`src/rtl/cpu_types_pkg.sv`:
```
// Shared CPU-wide scalar types.
package cpu_types_pkg;
    typedef logic [31:0] word_t;
endpackage

```
`src/rtl/mem_req_ctrl_pkg.sv`:
```
// Types shared by the memory-stage request controller and its interface users.
package mem_req_ctrl_pkg;
    import cpu_types_pkg::*;

    typedef enum logic [1:0] {
        IDLE = 2'd0,
        WAIT = 2'd1,
        HALT = 2'd2
    } mem_ctrl_state_t;

    typedef struct packed {
        word_t addr;
        word_t data;
        logic  ren;
        logic  wen;
        logic  halt;
    } mem_req_t;

    // The cache is word addressed; byte offset bits never reach it.
    function automatic word_t align_word(input word_t a);
        return {a[31:2], 2'b00};
    endfunction
endpackage

```
`src/rtl/mem_req_ctrl_if.sv`:
```
// EX/MEM-side inputs, dcache request bus and pipeline control for mem_req_ctrl.
interface mem_req_ctrl_if #(
    parameter int CNT_W = 16
);
    import cpu_types_pkg::*;

    logic             dREN_EX_MEM;
    logic             dWEN_EX_MEM;
    word_t            result_EX_MEM;
    word_t            dmemstore_EX_MEM;
    logic             halt_EX_MEM;
    logic             dhit;
    logic             dmemREN;
    logic             dmemWEN;
    word_t            dmemaddr;
    word_t            dmemstore;
    logic             mem_stall;
    logic             enable_MEM_WB;
    logic             flush_MEM_WB;
    logic             halt_out;
    logic             mem_timeout;
    logic [CNT_W-1:0] stall_cycles;

    modport master (
        input  dREN_EX_MEM, dWEN_EX_MEM, result_EX_MEM, dmemstore_EX_MEM,
               halt_EX_MEM, dhit,
        output dmemREN, dmemWEN, dmemaddr, dmemstore, mem_stall,
               enable_MEM_WB, flush_MEM_WB, halt_out, mem_timeout, stall_cycles
    );

    modport slave (
        output dREN_EX_MEM, dWEN_EX_MEM, result_EX_MEM, dmemstore_EX_MEM,
               halt_EX_MEM, dhit,
        input  dmemREN, dmemWEN, dmemaddr, dmemstore, mem_stall,
               enable_MEM_WB, flush_MEM_WB, halt_out, mem_timeout, stall_cycles
    );
endinterface

```
`src/rtl/mem_req_ctrl_sat_counter.sv`:
```
// Saturating up-counter with synchronous clear (clear has priority over increment).
module sat_counter #(
    parameter int CNT_W = 16
) (
    input  logic             CLK,
    input  logic             RST,
    input  logic             inc,
    input  logic             clr,
    output logic [CNT_W-1:0] count
);
    logic [CNT_W-1:0] cnt_r;

    // Count register: holds at all-ones instead of wrapping.
    always_ff @(posedge CLK or posedge RST) begin
        if (RST) begin
            cnt_r <= {CNT_W{1'b0}};
        end else if (clr) begin
            cnt_r <= {CNT_W{1'b0}};
        end else if (inc && (cnt_r != {CNT_W{1'b1}})) begin
            cnt_r <= cnt_r + {{(CNT_W-1){1'b0}}, 1'b1};
        end else begin
            cnt_r <= cnt_r;
        end
    end

    assign count = cnt_r;
endmodule

```
`src/rtl/mem_req_ctrl.sv`:
```
// Memory-stage request initiator: drives dcache requests, stalls the pipeline on
// misses, steers MEM/WB enable/flush and retires halt.
module mem_req_ctrl
    import cpu_types_pkg::*;
    import mem_req_ctrl_pkg::*;
#(
    parameter int MAX_WAIT = 255,
    parameter int CNT_W    = 16
) (
    input  logic          CLK,
    input  logic          RST,
    mem_req_ctrl_if.master bus
);
    localparam logic [CNT_W-1:0] TMO_LAST = CNT_W'(MAX_WAIT - 1);

    mem_ctrl_state_t  state_r;
    mem_ctrl_state_t  next_state_s;
    mem_req_t         req_r;
    logic             timeout_r;
    logic             access_s;
    logic             ren_s;
    logic             wen_s;
    word_t            addr_s;
    word_t            store_s;
    logic             stall_s;
    logic             enable_s;
    logic             flush_s;
    logic             latch_s;
    logic             wait_inc_s;
    logic             wait_clr_s;
    logic             stall_out_s;
    logic [CNT_W-1:0] wait_cnt_s;
    logic [CNT_W-1:0] stall_cnt_s;

    assign access_s = bus.dREN_EX_MEM | bus.dWEN_EX_MEM;

    // State register.
    always_ff @(posedge CLK or posedge RST) begin
        if (RST) begin
            state_r <= IDLE;
        end else begin
            state_r <= next_state_s;
        end
    end

    // Next-state and request/pipeline-control decode.
    always_comb begin
        next_state_s = state_r;
        ren_s        = 1'b0;
        wen_s        = 1'b0;
        addr_s       = 32'h0000_0000;
        store_s      = 32'h0000_0000;
        stall_s      = 1'b0;
        enable_s     = 1'b0;
        flush_s      = 1'b0;
        latch_s      = 1'b0;
        wait_inc_s   = 1'b0;
        wait_clr_s   = 1'b0;
        case (state_r)
            IDLE: begin
                // Store wins when both strobes are set.
                wen_s   = bus.dWEN_EX_MEM;
                ren_s   = bus.dREN_EX_MEM & ~bus.dWEN_EX_MEM;
                addr_s  = align_word(bus.result_EX_MEM);
                store_s = bus.dmemstore_EX_MEM;
                if (access_s && !bus.dhit) begin
                    stall_s      = 1'b1;
                    flush_s      = 1'b1;
                    latch_s      = 1'b1;
                    next_state_s = WAIT;
                end else if (bus.halt_EX_MEM) begin
                    enable_s     = 1'b1;
                    next_state_s = HALT;
                end else begin
                    enable_s     = 1'b1;
                    next_state_s = IDLE;
                end
            end
            WAIT: begin
                ren_s   = req_r.ren;
                wen_s   = req_r.wen;
                addr_s  = req_r.addr;
                store_s = req_r.data;
                if (bus.dhit) begin
                    enable_s     = 1'b1;
                    wait_clr_s   = 1'b1;
                    next_state_s = req_r.halt ? HALT : IDLE;
                end else begin
                    stall_s      = 1'b1;
                    flush_s      = 1'b1;
                    wait_inc_s   = 1'b1;
                    next_state_s = WAIT;
                end
            end
            HALT: begin
                stall_s      = 1'b1;
                next_state_s = HALT;
            end
            default: begin
                next_state_s = IDLE;
            end
        endcase
    end

    // Miss latch: the request is frozen here so EX/MEM may change underneath.
    always_ff @(posedge CLK or posedge RST) begin
        if (RST) begin
            req_r <= {$bits(mem_req_t){1'b0}};
        end else if (latch_s) begin
            req_r <= '{addr: align_word(bus.result_EX_MEM),
                       data: bus.dmemstore_EX_MEM,
                       ren:  bus.dREN_EX_MEM & ~bus.dWEN_EX_MEM,
                       wen:  bus.dWEN_EX_MEM,
                       halt: bus.halt_EX_MEM};
        end else begin
            req_r <= req_r;
        end
    end

    // Sticky watchdog: sets on the wait cycle that brings the count to MAX_WAIT.
    always_ff @(posedge CLK or posedge RST) begin
        if (RST) begin
            timeout_r <= 1'b0;
        end else if (wait_inc_s && (wait_cnt_s >= TMO_LAST)) begin
            timeout_r <= 1'b1;
        end else begin
            timeout_r <= timeout_r;
        end
    end

    sat_counter #(.CNT_W(CNT_W)) u_wait_cnt (
        .CLK   (CLK),
        .RST   (RST),
        .inc   (wait_inc_s),
        .clr   (wait_clr_s),
        .count (wait_cnt_s)
    );

    sat_counter #(.CNT_W(CNT_W)) u_stall_cnt (
        .CLK   (CLK),
        .RST   (RST),
        .inc   (stall_out_s),
        .clr   (1'b0),
        .count (stall_cnt_s)
    );

    // IDLE outputs are combinational from EX/MEM, so RST must mask them directly.
    assign stall_out_s       = stall_s & ~RST;
    assign bus.dmemREN       = ren_s & ~RST;
    assign bus.dmemWEN       = wen_s & ~RST;
    assign bus.dmemaddr      = RST ? 32'h0000_0000 : addr_s;
    assign bus.dmemstore     = RST ? 32'h0000_0000 : store_s;
    assign bus.mem_stall     = stall_out_s;
    assign bus.enable_MEM_WB = enable_s & ~RST;
    assign bus.flush_MEM_WB  = flush_s & ~RST;
    assign bus.halt_out      = (state_r == HALT);
    assign bus.mem_timeout   = timeout_r;
    assign bus.stall_cycles  = stall_cnt_s;
endmodule

```
`src/flat_wrapper.sv`:
```
// flat-port wrapper written by rule: the top's interface ports become plain ports
module mem_req_ctrl_flat import cpu_types_pkg::*; import mem_req_ctrl_pkg::*;
#(
    parameter int MAX_WAIT = 255,
    parameter int CNT_W    = 16
)
  (CLK, RST, bus_dREN_EX_MEM, bus_dWEN_EX_MEM, bus_result_EX_MEM, bus_dmemstore_EX_MEM, bus_halt_EX_MEM, bus_dhit, bus_dmemREN, bus_dmemWEN, bus_dmemaddr, bus_dmemstore, bus_mem_stall, bus_enable_MEM_WB, bus_flush_MEM_WB, bus_halt_out, bus_mem_timeout, bus_stall_cycles);
  mem_req_ctrl_if #(.CNT_W(CNT_W)) bus_i ();
  input  logic CLK;
  input  logic RST;
  input wire logic [$bits(bus_i.dREN_EX_MEM)-1:0] bus_dREN_EX_MEM;
  input wire logic [$bits(bus_i.dWEN_EX_MEM)-1:0] bus_dWEN_EX_MEM;
  input wire logic [$bits(bus_i.result_EX_MEM)-1:0] bus_result_EX_MEM;
  input wire logic [$bits(bus_i.dmemstore_EX_MEM)-1:0] bus_dmemstore_EX_MEM;
  input wire logic [$bits(bus_i.halt_EX_MEM)-1:0] bus_halt_EX_MEM;
  input wire logic [$bits(bus_i.dhit)-1:0] bus_dhit;
  output wire logic [$bits(bus_i.dmemREN)-1:0] bus_dmemREN;
  output wire logic [$bits(bus_i.dmemWEN)-1:0] bus_dmemWEN;
  output wire logic [$bits(bus_i.dmemaddr)-1:0] bus_dmemaddr;
  output wire logic [$bits(bus_i.dmemstore)-1:0] bus_dmemstore;
  output wire logic [$bits(bus_i.mem_stall)-1:0] bus_mem_stall;
  output wire logic [$bits(bus_i.enable_MEM_WB)-1:0] bus_enable_MEM_WB;
  output wire logic [$bits(bus_i.flush_MEM_WB)-1:0] bus_flush_MEM_WB;
  output wire logic [$bits(bus_i.halt_out)-1:0] bus_halt_out;
  output wire logic [$bits(bus_i.mem_timeout)-1:0] bus_mem_timeout;
  output wire logic [$bits(bus_i.stall_cycles)-1:0] bus_stall_cycles;
  assign bus_i.dREN_EX_MEM = bus_dREN_EX_MEM;
  assign bus_i.dWEN_EX_MEM = bus_dWEN_EX_MEM;
  assign bus_i.result_EX_MEM = bus_result_EX_MEM;
  assign bus_i.dmemstore_EX_MEM = bus_dmemstore_EX_MEM;
  assign bus_i.halt_EX_MEM = bus_halt_EX_MEM;
  assign bus_i.dhit = bus_dhit;
  assign bus_dmemREN = bus_i.dmemREN;
  assign bus_dmemWEN = bus_i.dmemWEN;
  assign bus_dmemaddr = bus_i.dmemaddr;
  assign bus_dmemstore = bus_i.dmemstore;
  assign bus_mem_stall = bus_i.mem_stall;
  assign bus_enable_MEM_WB = bus_i.enable_MEM_WB;
  assign bus_flush_MEM_WB = bus_i.flush_MEM_WB;
  assign bus_halt_out = bus_i.halt_out;
  assign bus_mem_timeout = bus_i.mem_timeout;
  assign bus_stall_cycles = bus_i.stall_cycles;
  mem_req_ctrl #(.MAX_WAIT(MAX_WAIT), .CNT_W(CNT_W)) u_core (.CLK(CLK), .RST(RST), .bus(bus_i));
endmodule
```
`config.mk`:
```
export PLATFORM = sky130hd
export DESIGN_NAME = mem_req_ctrl_flat
export DESIGN_NICKNAME = d
export VERILOG_FILES = /design/src/rtl/cpu_types_pkg.sv /design/src/rtl/mem_req_ctrl_pkg.sv /design/src/rtl/mem_req_ctrl_if.sv /design/src/rtl/mem_req_ctrl_sat_counter.sv /design/src/rtl/mem_req_ctrl.sv /design/src/flat_wrapper.sv
export SDC_FILE = /design/constraint.sdc
export NUM_CORES = 1
export LEC_CHECK = 0
export ABC_CLOCK_PERIOD_IN_PS = 6000
export BUFFER_PORTS_ARGS = -buffer_cell sky130_fd_sc_hd__clkbuf_2
export CAP_MARGIN = 5
export CORE_UTILIZATION = 34
export CTS_CLUSTER_DIAMETER = 200
export DETAILED_ROUTE_END_ITERATION = 8
export HOLD_SLACK_MARGIN = 0.03
export SLEW_MARGIN = 5
export SYNTH_ARGS = -nofsm -noshare
export SYNTH_HDL_FRONTEND = slang
export SYNTH_SLANG_ARGS = --single-unit
```
`constraint.sdc`:
```
create_clock -name CLK -period 6 [get_ports CLK]
set_input_delay 0.9 -clock CLK [delete_from_list [all_inputs] [get_ports CLK]]
set_output_delay 0.9 -clock CLK [all_outputs]
set_load 0.01 [all_outputs]
```
* Word-level counts from Yosys, hierarchy flattened
Index checks and enable logic that the tools add are counted.
** Word-level totals
- Register bits after elaboration :: 100
- Input bits :: 70
- Output and inout port bits :: 87
- Word-level logic and storage cells :: 55
** Operators by class
- $add $sub $neg :: 2
- Magnitude comparators :: 1
- Equal/unequal tests :: 4
- Multiplexer cells :: 23
- Bitwise operators :: 9
- Reductions and logical operators :: 7
** Operators by type and width (number)
- 32-bit case mux with 2 select lines :: 2
- 32-bit two-way mux :: 2
- 16-bit by 1-bit adder with 16-bit output (second input constant) :: 2
- 16-bit two-way mux :: 2
- 16-bit inequality test (second input constant) :: 2
- 16-bit by 8-bit greater-or-equal comparator with 1-bit output (second input constant) :: 1
- 2-bit two-way mux :: 4
- 1-bit case mux with 2 select lines :: 4
- 1-bit two-way mux :: 7
- 1-bit bitwise AND :: 6
- 2-bit case mux with 3 select lines :: 1
- 1-bit logical AND :: 4
- 1-bit case mux with 3 select lines :: 1
- 2-bit by 1-bit == test with 1-bit output (second input constant) :: 1
- 2-bit == test (second input constant) :: 1
- 2-bit zero test :: 1
- 1-bit inverter :: 2
- 2-bit nonzero test :: 1
- 1-bit zero test :: 1
- 1-bit OR :: 1

* Depth between registers and ports, before layout
- Depth in word-level cells :: 6
- Mapped depth :: 8
- Mapped depth without buffers :: 6

* By module
From an unflattened synthesis, not the netlist that was laid out.
** Second synthesis, totals
- Cells, all modules :: 517
- Area, all modules :: 5805.6 um2
** By module, submodules not included
- mem_req_ctrl :: instances 1, cells each 315, area each 3941.3 um2, sequential area each 1701.6 um2
- sat_counter :: instances 2, cells each 101, area each 932.1 um2, sequential area each 400.4 um2

* Worst setup path before layout
No wires, ideal clock.
- Path kind :: input-to-output
- From :: input RST
- To :: output bus_dmemaddr[10]
- Arrival time :: 1.766 ns
- Required time :: 5.100 ns
- Path slack :: 3.334 ns
- Stages :: 4
- Path buffers :: 2
- Cells stage by stage :: or2_2 -> clkbuf_1 -> buf_1 -> nor2_1
** Between the ends
- Word-level cells in the longest chain between the ends :: 1
** Ends and longest elaborated chain
- start, declared :: RTL line flat_wrapper.sv:10 : input logic RST;
- 32-bit two-way mux :: RTL line mem_req_ctrl.sv:151 : assign bus.dmemaddr = RST ? 32'h0000_0000 : addr_s;
- end, declared :: RTL line flat_wrapper.sv:19 : output wire logic [$bits(bus_i.dmemaddr)-1:0] bus_dmemaddr;
Every way passes these cells.

* Final worst setup path
- From :: input bus_dhit
- To :: register u_core.req_r[37] (netlist name)
** Between the ends
- Word-level cells in the longest chain between the ends :: 4
** Ends and longest elaborated chain
- start, declared :: RTL line flat_wrapper.sv:16 : input wire logic [$bits(bus_i.dhit)-1:0] bus_dhit;
- 1-bit zero test :: RTL line mem_req_ctrl.sv:66 : if (access_s && !bus.dhit) begin
- 1-bit logical AND :: RTL line mem_req_ctrl.sv:66
- 1-bit two-way mux :: RTL line mem_req_ctrl.sv:66
- 1-bit two-way mux :: RTL line mem_req_ctrl.sv:59 : case (state_r)
- end signal, assigned :: RTL line mem_req_ctrl.sv:108 : req_r <= {$bits(mem_req_t){1'b0}};
- end signal, assigned :: RTL line mem_req_ctrl.sv:110 : req_r <= '{addr: align_word(bus.result_EX_MEM),
- end signal, assigned :: RTL line mem_req_ctrl.sv:116 : req_r <= req_r;
- end, declared :: RTL line mem_req_ctrl.sv:18 : mem_req_t req_r;
Every way passes these cells.
A chain may end at the register's enable or synchronous reset.

==> summary.txt <==
Outcome
  • Status: finished, final reports clean

Routing
  • Antenna-violating nets left: 0
  • First-pass iteration count of the detailed router: 4
  • Vias per cell: 4.921
  • Via count: 4168
  • Avg WL per Cell: 14.59 µm
  • DRC viols: 0
  • Total wire length: 12360 µm
  • Initial DRC count: 128

Hold path
  • Worst hold path class: reg -> reg

Setup path
  • Setup slack, reg-to-reg: 2.99 ns
  • Critical Path Max Stage Delay: 0.99 ns
  • Worst Setup SP: bus_dhit
  • CP startpoint kind: input port
  • RR Endpoint: u_core.req_r[37]$_DFFE_PP0P_
  • CP cell instances: clkbuf_2 > nor3_1 > nor2b_4 > buf_4 > mux2_2
  • Critical path's slowest cell: nor2b_4
  • Type of the worst setup path: in -> reg
  • Reg2Reg Depth: 4
  • Critical Path Fanout Max: 36
  • CP required: 6.24 ns
  • Crit path capture type: flop
  • R2r startpoint: u_core.state_r[1]$_DFF_PP0_
  • Crit path DAT: 3.52 ns
  • Critical Path End: u_core.req_r[37]$_DFFE_PP0P_

Logic synthesis
  • Total number of yosys warnings: 0
  • FF+latch count, synth: 100
  • Area fraction of the dominant cell type after synthesis: 0.4630
  • Async S/R FF share, synth: 1.000
  • Sequential area share after synthesis: 0.4630
  • Syn Area/Cell: 10.96 µm²
  • Largest cells by area after synthesis: dfrtp_1 (46%), mux2i_1 (12%), mux2_1 (7.3%)
  • Netlist cell types: 51
  • EDFF count, synth: 0
  • Commonest cells in the netlist: dfrtp_1 (100), nor2_1 (74), mux2i_1 (63)
  • Mapped Cells: 493
  • Leading area contributor after synthesis: dfrtp_1
  • Post-synthesis cell area: 5405 µm²
  • Top FF cell, synth: dfrtp_1
  • Most common cell in the synthesized netlist: dfrtp_1

Final layout
  • Layout cell share with drive strength beyond 1: 0.3465
  • Fillers: 1503
  • Layout area overhead: 21.92%
  • Nets@finish: 703

GRT
  • Gr usage total: 0.1591
  • GRT met3 Usage: 0.05927
  • Met1 Track Usage GR: 0.1898
  • Global-route wire length before repair: 20530 µm
  • Grt peak-use layer: met2
  • Initial antenna violation count: 1
  • Pin count of the biggest net entering global routing: 74
  • M2 GR Usage: 0.2545
  • Final global-route overflow total: 0
  • Vias in the first global route: 4210

Floorplan
  • # IOs: 157
  • Die height: 128.1 µm
  • Row count: 45
  • Starting Density: 0.3516
  • Die Width: 128.1 µm
  • Die ar.: 16410 µm²
  • Core ar.: 15370 µm²

Clock tree
  • # H-tree levels: 3
  • Worst-Skew Late Latency: 0.36 ns
  • Clk sinks: 100
  • CTS tree: done
  • Cts repair resizes: 0
  • Number of setup buffers added after CTS: 0
  • CTS clk-pin slew, worst paths: 0.07 ns
  • Hold buffers post-CTS: 0
  • CTS Buf Count: 9
  • CTS Root Buffer Type: clkbuf_16
  • CTS Buffer Depth: 2

STA
  • Final Hold Viols: 0
  • Max Clock Skew: 0.007943 ns
  • Pins Over Slew Limit: 0
  • Tcrit/Tclk final: 0.5467
  • Tightest Pin Transition: 1.162 ns
  • Final min period: 3.280 ns
  • Setup violators final: 0
  • Sum Neg Setup Slack: 0 ns
  • RSZ-0062 raised after global routing: false
  • Relative slew slack: 0.2253
  • Final WS setup: 2.720 ns
  • Max Fclk: 304.9 MHz

Place
  • Placement Setup Slack: 2.280 ns
  • GPL Wtd Cong: 0.8063
  • Detailed placer's ending HPWL: 8660 µm
  • Buffers added on ports: 152

Power and ir drop
  • Total power per unit cell area: 344.0 nW/µm²
  • Leak Pwr: 0.002939 µW
  • VDD IR max: 0.1859 mV

Run
  • Max Cap Viol: 0
[cells by family after synthesis]
kind of cell,count (synthesis),synth area share
muxes,131,0.2590
xor gates and xnor gates,11,0.01782
buffers and inverters,35,0.03819
DFF,100,0.4630
other,1,0.0006938
and+or+nand+nor,164,0.1567
adders and majority gates,3,0.006945
AOI/OAI and AO/OA,48,0.05764
[area by class of cell]
cell class                 count  area, µm²  area share
multi-input combinational    359       2708      0.4109
timing repair buffer         156      790.8      0.1200
inverter                       4      17.52    0.002658
clock inverter                 5      58.81    0.008923
sequential                   100       2506      0.3803
antenna                        1      2.502   0.0003797
tap                          211      264.0     0.04006
clock buffer                  11      242.7     0.03683
[layer usage]
layer	wire, µm	part of all wire	vias up
met5	0	0	-
met4	251	0.020	0
met3	1007	0.081	14
met2	5630	0.46	114
met1	5470	0.44	2019
li1	-	-	2021
[per-stage QoR]
step,hold slack [ns],util,area (µm²),instances,total power (µW)
2_1_floorplan,0.4579,-,5409,494,1497
3_3_place_gp,0.4661,0.4090,6286,830,1653
3_5_place_dp,0.4648,0.4090,6286,830,1696
4_1_cts,0.4790,0.4286,6588,846,2302
5_1_grt,0.5036,0.4287,6590,847,2415
6_report,0.4822,0.4287,6590,847,2267
[critical path: cells and delay by family]
| family | cells | cell delay, ns |
|---|---|---|
| muxes | 1 | 0.39 |
| and+or+nand+nor | 2 | 1.44 |
| buffers and inverters | 2 | 0.77 |
[state kept, by name, indices dropped and copies added, names as in the netlist]
name,flops
u_core.bus.mem_timeout,1
u_core.req_r,65
u_core.state_r,2
u_core.u_stall_cnt.count,16
u_core.u_wait_cnt.count,16
[how the worst min path moves through the flow]
stage / from / end / slack, ns / cells after the start
5_1_grt: u_core.req_r[21]$_DFFE_PP0P_ / u_core.req_r[21]$_DFFE_PP0P_ / 0.50 / 1
2_1_floorplan: u_core.req_r[13]$_DFFE_PP0P_ / u_core.req_r[13]$_DFFE_PP0P_ / 0.46 / 1
6_report: u_core.bus.mem_timeout$_DFFE_PP0P_ / u_core.bus.mem_timeout$_DFFE_PP0P_ / 0.48 / 1
3_5_place_dp: u_core.bus.mem_timeout$_DFFE_PP0P_ / u_core.bus.mem_timeout$_DFFE_PP0P_ / 0.46 / 1
3_3_place_gp: u_core.req_r[32]$_DFFE_PP0P_ / u_core.req_r[32]$_DFFE_PP0P_ / 0.47 / 1
4_1_cts: u_core.bus.mem_timeout$_DFFE_PP0P_ / u_core.bus.mem_timeout$_DFFE_PP0P_ / 0.48 / 1
[report_power, final]
part           total, µW  internal [µW]  switching, µW
Sequential          1090            932            161
Combinational        577            308            269
Clock                597            336            261
Total               2270           1580            691
[placed cells by master, fill, tap and decap left out, drive strengths merged, types with 4 or more instances in the layout]
| cell | n |
|---|---|
| inv | 5 |
| mux2i | 63 |
| o31ai | 7 |
| nand4 | 9 |
| o21ai | 15 |
| a21oi | 11 |
| nor2b | 6 |
| nor3b | 4 |
| buf | 4 |
| nor4 | 6 |
| clkbuf | 163 |
| dfrtp | 100 |
| nand2b | 4 |
| xnor2 | 4 |
| nand3 | 15 |
| nand2 | 22 |
| mux2 | 68 |
| nor2 | 74 |
| a31oi | 6 |
| xor2 | 7 |
| nor3 | 8 |
Power figures use the tool's default switching activity.
